File: config.mk
export PLATFORM = sky130hd
export DESIGN_NAME = fir_coef_ctrl
export DESIGN_NICKNAME = d
export VERILOG_FILES = /design/src/rtl/fir_coef_ctrl.sv
export SDC_FILE = /design/constraint.sdc
export NUM_CORES = 1
export LEC_CHECK = 0
export ABC_CLOCK_PERIOD_IN_PS = 4600
export CAP_MARGIN = 5
export CORE_MARGIN = 2
export CORE_UTILIZATION = 35
export CTS_BUF_LIST = sky130_fd_sc_hd__clkbuf_16
export DETAILED_ROUTE_END_ITERATION = 7
export PLACE_DENSITY_LB_ADDON = 0.2
export SLEW_MARGIN = 20
export SYNTH_ARGS = -nofsm -noshare
export SYNTH_HDL_FRONTEND = slang
export SYNTH_SLANG_ARGS = --single-unit
File: constraint.sdc
create_clock -name clk -period 4.6 [get_ports clk]
set_input_delay 0.46 -clock clk [delete_from_list [all_inputs] [get_ports clk]]
set_output_delay 0.46 -clock clk [all_outputs]
set_load 0.01 [all_outputs]
File: src/rtl/fir_coef_ctrl.sv
// Loads a coefficient set into a shadow bank, swaps it into the active bank, then zero-flushes the filter.
// b_out updates one cycle after the last beat; cfg and sample inputs stall (ready low) for N+2 cycles per swap.
module fir_coef_ctrl #(
  parameter int N       = 4,
  parameter int WIDTH_X = 8,
  parameter int WIDTH_B = 8,
  parameter logic [N*WIDTH_B-1:0] B_INIT = '0
) (
  input  logic                   clk,
  input  logic                   rst,
  input  logic                   cfg_valid,
  output logic                   cfg_ready,
  input  logic [WIDTH_B-1:0]     cfg_data,
  input  logic                   cfg_last,
  input  logic                   x_in_valid,
  output logic                   x_in_ready,
  input  logic [WIDTH_X-1:0]     x_in,
  output logic [WIDTH_X-1:0]     x_out,
  output logic [N*WIDTH_B-1:0]   b_out,
  output logic                   y_valid,
  output logic                   swap_done,
  output logic                   cfg_err
);

  localparam int CW = $clog2(N + 1);

  typedef enum logic [1:0] {IDLE, LOAD, SWAP, FLUSH} state_t;

  state_t               state, state_nxt;
  logic [CW-1:0]        cnt, cnt_nxt;
  logic [CW-1:0]        wr_idx;
  logic                 is_end;
  logic                 rdy;
  logic                 shadow_we, shadow_clr, bank_ld;
  logic                 err_nxt, done_nxt;
  logic                 x_fire;
  logic [N*WIDTH_B-1:0] shadow;
  logic [N:0]           vpipe;

  // The IDLE beat always lands in tap 0 regardless of the counter.
  assign wr_idx = (state == LOAD) ? cnt : '0;
  assign is_end = (wr_idx == CW'(N - 1));

  always_comb begin
    state_nxt  = state;
    cnt_nxt    = cnt;
    rdy        = 1'b0;
    shadow_we  = 1'b0;
    shadow_clr = 1'b0;
    bank_ld    = 1'b0;
    err_nxt    = 1'b0;
    done_nxt   = 1'b0;
    case (state)
      IDLE, LOAD: begin
        rdy = 1'b1;
        if (cfg_valid) begin
          if (cfg_last && is_end) begin
            shadow_we = 1'b1;
            cnt_nxt   = '0;
            state_nxt = SWAP;
          end else if (cfg_last || is_end) begin
            shadow_clr = 1'b1;
            err_nxt    = 1'b1;
            cnt_nxt    = '0;
            state_nxt  = IDLE;
          end else begin
            shadow_we = 1'b1;
            cnt_nxt   = wr_idx + CW'(1);
            state_nxt = LOAD;
          end
        end
      end
      SWAP: begin
        bank_ld   = 1'b1;
        cnt_nxt   = '0;
        state_nxt = FLUSH;
      end
      FLUSH: begin
        if (cnt == CW'(N)) begin
          cnt_nxt   = '0;
          done_nxt  = 1'b1;
          state_nxt = IDLE;
        end else begin
          cnt_nxt = cnt + CW'(1);
        end
      end
      default: state_nxt = IDLE;
    endcase
  end

  assign cfg_ready  = rdy;
  assign x_in_ready = rdy;
  assign x_fire     = x_in_valid && rdy;
  // Bubbles and flush cycles feed zeros into the free-running filter.
  assign x_out      = x_fire ? x_in : '0;

  always_ff @(posedge clk or posedge rst) begin
    if (rst) begin
      state     <= IDLE;
      cnt       <= '0;
      swap_done <= 1'b0;
      cfg_err   <= 1'b0;
    end else begin
      state     <= state_nxt;
      cnt       <= cnt_nxt;
      swap_done <= done_nxt;
      cfg_err   <= err_nxt;
    end
  end

  always_ff @(posedge clk or posedge rst) begin
    if (rst) begin
      shadow <= '0;
      b_out  <= B_INIT;
    end else begin
      if (shadow_clr) begin
        shadow <= '0;
      end else if (shadow_we) begin
        for (int i = 0; i < N; i++) begin
          if (wr_idx == CW'(i)) shadow[i*WIDTH_B +: WIDTH_B] <= cfg_data;
        end
      end
      if (bank_ld) b_out <= shadow;
    end
  end

  // vpipe tracks the filter delay line; the y_valid flop matches the filter's y register.
  always_ff @(posedge clk or posedge rst) begin
    if (rst) begin
      vpipe   <= '0;
      y_valid <= 1'b0;
    end else begin
      vpipe   <= {vpipe[N-1:0], x_fire};
      y_valid <= vpipe[N];
    end
  end

endmodule

* Yosys cells after proc, flatten, opt, wreduce, memory -nomap -nowiden
Cells that the tools add are included.
Widths: inputs -> output; s select.
** Storage, ports and cells
- Output and inout port bits :: 45
- Bits in latches :: 0
- Flip-flop bits (word level) :: 77
- Memory bits (read-only) :: 0
- Memories :: 0
- RAM bits :: 0
** Operators by class
- Bitwise gates (word level) :: 0
- Equality and inequality tests :: 9
- Mux-type cells :: 30
- Shifts and indexed selects :: 0
- Reduce and logical (&&, ||, !) cells :: 16
- Multiply operators :: 0
- Magnitude comparators :: 0
- Add/subtract/negate cells :: 2
- Divide/modulo/power cells :: 0
** Operator list (count)
- $mux 32 :: 2
- $mux 8 :: 5
- $mux 3 :: 5
- $mux 1 :: 13
- $reduce_and 2->1 :: 5
- $reduce_bool 2->1 :: 5
- $pmux 3 s3 :: 1
- $add 3x1->3 const B :: 2
- $eq 3x2->1 const B :: 2
- $mux 2 :: 3
- $pmux 2 s3 :: 1
- $eq 2x2->1 const B :: 2
- $ne 2x2->1 const B :: 2
- $eq 3x1->1 const B :: 1
- $eq 3x3->1 const B :: 1
- $logic_not 3->1 :: 1
- $eq 2x1->1 const B :: 1
- $logic_and 1x1->1 :: 2
- $logic_not 2->1 :: 1
- $reduce_or 2->1 :: 1
- $logic_or 1x1->1 :: 1

* Depth between registers and ports, before layout
- Depth in word-level cells :: 10
- Depth in mapped cells :: 13
- Mapped depth without buffers :: 10

* Worst setup path before layout
No wires, ideal clock.
- Path kind :: register -> register
- Start :: register state[1]
- End :: register shadow[0]
- Buffers on the path :: 4
- Setup slack :: 1.980 ns
- Data required time :: 4.474 ns
- Setup time :: 0.126 ns
- Arrival time :: 2.494 ns
- Cell stages (with the launch flop) :: 14
- Clock period less this slack :: 2.620 ns
- Cell sequence :: dfrtp_1 > buf_6 > buf_2 > nor2b_1 > nand2_1 > inv_1 > ha_1 > ha_1 > inv_1 > ha_1 > buf_2 > clkbuf_1 > nor3b_1 > a221o_1
** On the way
- Cells in the longest elaborated chain, start to end :: 10
- Elaborated cells on any way between the ends :: 20
- Those cells by class :: eq/ne: 2; mux: 10; reduce/logical: 8
** RTL lines
- start, declared :: RTL line 29 : state_t state, state_nxt;
- start signal, assigned :: RTL line 104 : state <= state_nxt;
- $eq 2x1->1 :: RTL line 41, 53
- $mux 3 :: RTL line 41 : assign wr_idx = (state == LOAD) ? cnt : '0;
- $eq 3x2->1 :: RTL line 42 : assign is_end = (wr_idx == CW'(N - 1));
- $logic_or 1x1->1 :: RTL line 61 : end else if (cfg_last || is_end) begin
- $mux 1 :: RTL line 61
- $mux 1 :: RTL line 57 : if (cfg_last && is_end) begin
- $mux 1 :: RTL line 56 : if (cfg_valid) begin
- $mux 1 :: RTL line 53 : case (state)
- $reduce_bool 2->1 (no source line)
- $reduce_and 2->1 (no source line)
- end signal, assigned by index :: RTL line 120 : if (wr_idx == CW'(i)) shadow[i*WIDTH_B +: WIDTH_B] <= cfg_data;
- end, declared :: RTL line 37 : logic [N*WIDTH_B-1:0] shadow;
Several ways; a longest one is shown, not always the timed one.
A chain may end at the register's enable or synchronous reset.

* Worst setup path after layout
- Start :: register state[1]
- End :: register shadow[1]
Same word-level chain as after synthesis.

==> flow_metrics.py <==
metrics = {
    "layout": {
        "antenna_cells": 0,
        "fill_cells": 848,
        "layout.nets": 351,
        "drive_above_1_share": 0.123,
        "multiInputGateArea_mm2": 0.00125,
        "fin_cells": 453,
        "seq_area_mm2": 0.00193,
        "area_growth_syn_to_layout_pct": 30.2,
    },
    "timing": {
        "skew_ns": 0.00352,
        "rsz0062_at_grt": "false",
        "setup_violations": 0,
        "period_share": 0.678,
        "final_hold_viol_count": 0,
        "period_minus_slack_ns": 3.12,
        "max_slew.worst_pin.slew_ns": 0.765,
        "final_max_slew_viol_count": 0,
        "setup_tns_ns": 0,
        "fmax_mhz": 321,
        "relSlewSlack": 0.489,
        "fin_hold_ws_ns": 0.350,
    },
    "cts": {
        "path_clk_slew_ns": 0.06,
        "cts.path.max_buffers": 2,
        "cts_tree": "built",
        "cts_setup_buffers": 0,
        "cts.sinks": 77,
        "clkLatencyLatePin_ns": 0.32,
        "numCtsBuffers": 9,
        "cts_resized": 0,
        "htreeDepth": 3,
        "holdBufCountCts": 0,
        "root_buffer": "clkbuf_16",
    },
    "grt": {
        "use_met2": 0.218,
        "grt_usage": 0.148,
        "grt_pass1_wl_mm": 11.6,
        "grt_use_met1": 0.210,
        "grt_pass1_vias": 2269,
        "top_usage_layer": "met2",
        "grt_max_degree": 43,
        "grtUsageMet3": 0.0449,
        "overflow": 0,
        "antenna_found_initial": 0,
    },
    "setup_path": {
        "critPathLaunch": "state[1]$_DFFE_PP0P_",
        "start_kind": "flip-flop",
        "end_kind": "flip-flop",
        "path_class": "reg -> reg",
        "crit_chain": "nor2b_1, nand2_1, inv_1, ha_1, ha_1, inv_1, ha_1, nand2b_1, nor2_1, a221o_1",
        "required_ns": 4.81,
        "crit_arrival_ns": 3.32,
        "cpPeakStageDelay_ns": 0.71,
        "cp.depth": 10,
        "rrSetupSlack_ns": 1.48,
        "crit_family": "adder cells",
        "r2r-end": "shadow[1]$_DFFE_PP0P_",
        "cpMostUsedCell": "ha_1",
        "cp_slowest_cell": "ha_1",
        "endpoint": "shadow[1]$_DFFE_PP0P_",
        "r2r-start": "state[1]$_DFFE_PP0P_",
        "crit_fanout": 25,
        "path_buf_inv": 2,
        "reg2reg_depth": 10,
    },
    "power_and_ir_drop": {
        "p_int_uw": 1760,
        "power_density_mw_per_mm2": 597,
        "pwr-share-comb": 0.330,
        "irDropWorstVdd_mv": 0.225,
        "leakage_uw": 0.00195,
        "switching_share": 0.319,
        "p_sw_uw": 824,
        "seqPwrFrac": 0.409,
        "pwr-share-clk": 0.261,
        "p_total_uw": 2590,
    },
    "outcome": {
        "status": "completed",
    },
    "worst_hold_path": {
        "min_path_type": "reg -> reg",
    },
    "die": {
        "std_cell_rows": 35,
        "die_w_um": 101,
        "start_util": 0.360,
        "die_h_um": 101,
        "die_area_mm2": 0.0103,
        "core_area_mm2": 0.00924,
        "io_pins": 66,
    },
    "drt": {
        "routed_wl_mm": 6.97,
        "drc": 0,
        "via_per_inst": 4.96,
        "drtAntennaViolNets": 0,
        "wl_per_cell_um": 15.4,
        "drt_iter0_drc": 109,
        "first_pass_iters": 5,
        "num_vias": 2249,
    },
    "logic_synthesis": {
        "syn_area_mm2": 0.00333,
        "synth_top_area_share": 0.579,
        "synth_cell_types": 34,
        "ys_warn_count": 0,
        "synth_area_per_cell_um2": 12.8,
        "syn_inst": 259,
        "synthTopCellsByArea": "dfrtp_1 (58%), mux2_1 (4.7%), mux2_2 (4.7%), ha_1 (3.8%), a22o_1 (3.2%)",
        "yosysSeqAreaShare": 0.579,
        "synth-seq-cells": 77,
        "syn-num-nets": 290,
        "synth_top_area_cell": "dfrtp_1",
    },
    "placed_design": {
        "portBuffers": 65,
        "placed_cells": 438,
        "dp_hpwl_mm": 4.89,
        "gp_congestion": 0.857,
    },
    "flow_run": {
        "max_cap_viol_count": 0,
    },
}
-- worst min-delay path by stage --
stage                            start            endpoint  slack, ns  cells after the start
floorplan           vpipe[0]$_DFF_PP0_  vpipe[1]$_DFF_PP0_       0.33                      0
global placement    vpipe[4]$_DFF_PP0_   y_valid$_DFF_PP0_       0.34                      0
detailed placement  vpipe[3]$_DFF_PP0_  vpipe[4]$_DFF_PP0_       0.34                      0
CTS                 vpipe[3]$_DFF_PP0_  vpipe[4]$_DFF_PP0_       0.35                      0
global route        vpipe[3]$_DFF_PP0_  vpipe[4]$_DFF_PP0_       0.36                      0
finish              vpipe[3]$_DFF_PP0_  vpipe[4]$_DFF_PP0_       0.35                      0
-- layout make-up --
cell class / instances / area share
multi-input combinational: 153 / 0.288
clock buffer: 9 / 0.0520
clock inverter: 6 / 0.0130
timing repair buffer: 67 / 0.154
inverter: 12 / 0.0104
sequential: 77 / 0.445
tap: 129 / 0.0373
-- cell usage after synthesis, drive strengths merged --
| cell type | count |
|---|---|
| dfrtp | 77 |
| mux2 | 28 |
| nand2 | 19 |
| buf | 15 |
| a22o | 12 |
| inv | 12 |
| ha | 10 |
| o2bb2ai | 10 |
| and2 | 9 |
| o21ai | 9 |
| a221o | 7 |
| nor2 | 7 |
| nor3b | 7 |
| nand2b | 6 |
| and4bb | 4 |
| nand3 | 4 |
| o311ai | 4 |
| a21boi | 3 |
| nor2b | 3 |
| a21oi | 2 |
| clkbuf | 2 |
| nor4bb | 2 |
| o211ai | 2 |
| a311oi | 1 |
| mux2i | 1 |
| nand3b | 1 |
| o22ai | 1 |
| or4b | 1 |
-- stage by stage --
| step | util | setup WS [ns] | cell area, um^2 |
|---|---|---|---|
| 2_1_floorplan | - | 1.98 | 3330 |
| 3_3_place_gp | 0.438 | 1.58 | 4050 |
| 3_5_place_dp | 0.438 | 1.47 | 4050 |
| 4_1_cts | 0.469 | 1.46 | 4330 |
| 5_1_grt | 0.469 | 1.19 | 4330 |
| 6_report | 0.469 | 1.48 | 4330 |
-- worst register-to-register path, stage by stage, from the launching register on --
cell      delay [ns]
dfrtp_1         0.59
nor2b_1         0.27
nand2_1         0.13
inv_1           0.11
ha_1            0.15
ha_1            0.25
inv_1           0.09
ha_1            0.71
nand2b_1        0.33
nor2_1          0.07
a221o_1         0.31
-- registers in the layout, summed over array words and instances, names as in the netlist --
name / flops
b_out: 32
shadow: 32
vpipe: 5
cnt: 3
state: 2
cfg_err: 1
swap_done: 1
y_valid: 1
-- layout by cell type (no fill, tap or decap), drive strengths merged, types with 2 or more instances in the layout --
| master | instances |
|---|---|
| a21oi | 2 |
| and4bb | 4 |
| a221o | 7 |
| nand3 | 4 |
| nand2 | 19 |
| clkinv | 3 |
| a21boi | 3 |
| and2 | 9 |
| nor3b | 7 |
| clkbuf | 9 |
| o21ai | 9 |
| nor4bb | 2 |
| inv | 13 |
| a22o | 12 |
| nand2b | 6 |
| o311ai | 4 |
| ha | 10 |
| o211ai | 2 |
| nor2 | 7 |
| o2bb2ai | 10 |
| mux2 | 28 |
| buf | 2 |
| nor2b | 3 |
| clkdlybuf4s50 | 65 |
| dfrtp | 77 |
-- power by group through the flow --
| stage | logic [uW] | registers [uW] | clock network, uW |
|---|---|---|---|
| after floorplan | 545 | 1040 | 0 |
| after global placement | 860 | 1060 | 0 |
| after detailed placement | 863 | 1070 | 0 |
| after CTS | 868 | 1060 | 691 |
| after global routing | 946 | 1090 | 721 |
| final | 854 | 1060 | 674 |
-- layer usage --
metal | vias to the layer above | wire length, um
li1 | 1054 | -
met1 | 1114 | 3400
met2 | 76 | 3160
met3 | 5 | 358
met4 | 0 | 57
met5 | - | 0
-- kinds of logic (layout without fill, tap and decap cells) --
kind of cell / Yosys count / count (layout) / synth area share
flip-flops: 77 / 77 / 0.579
AND/OR/NAND/NOR: 63 / 63 / 0.114
AO/OA/AOI/OAI: 51 / 51 / 0.126
multiplexers: 29 / 29 / 0.0978
buffers and inverters: 29 / 94 / 0.0451
adder cells (fa/ha/maj): 10 / 10 / 0.0376
Note: power is estimated with default switching activity, not from simulation.
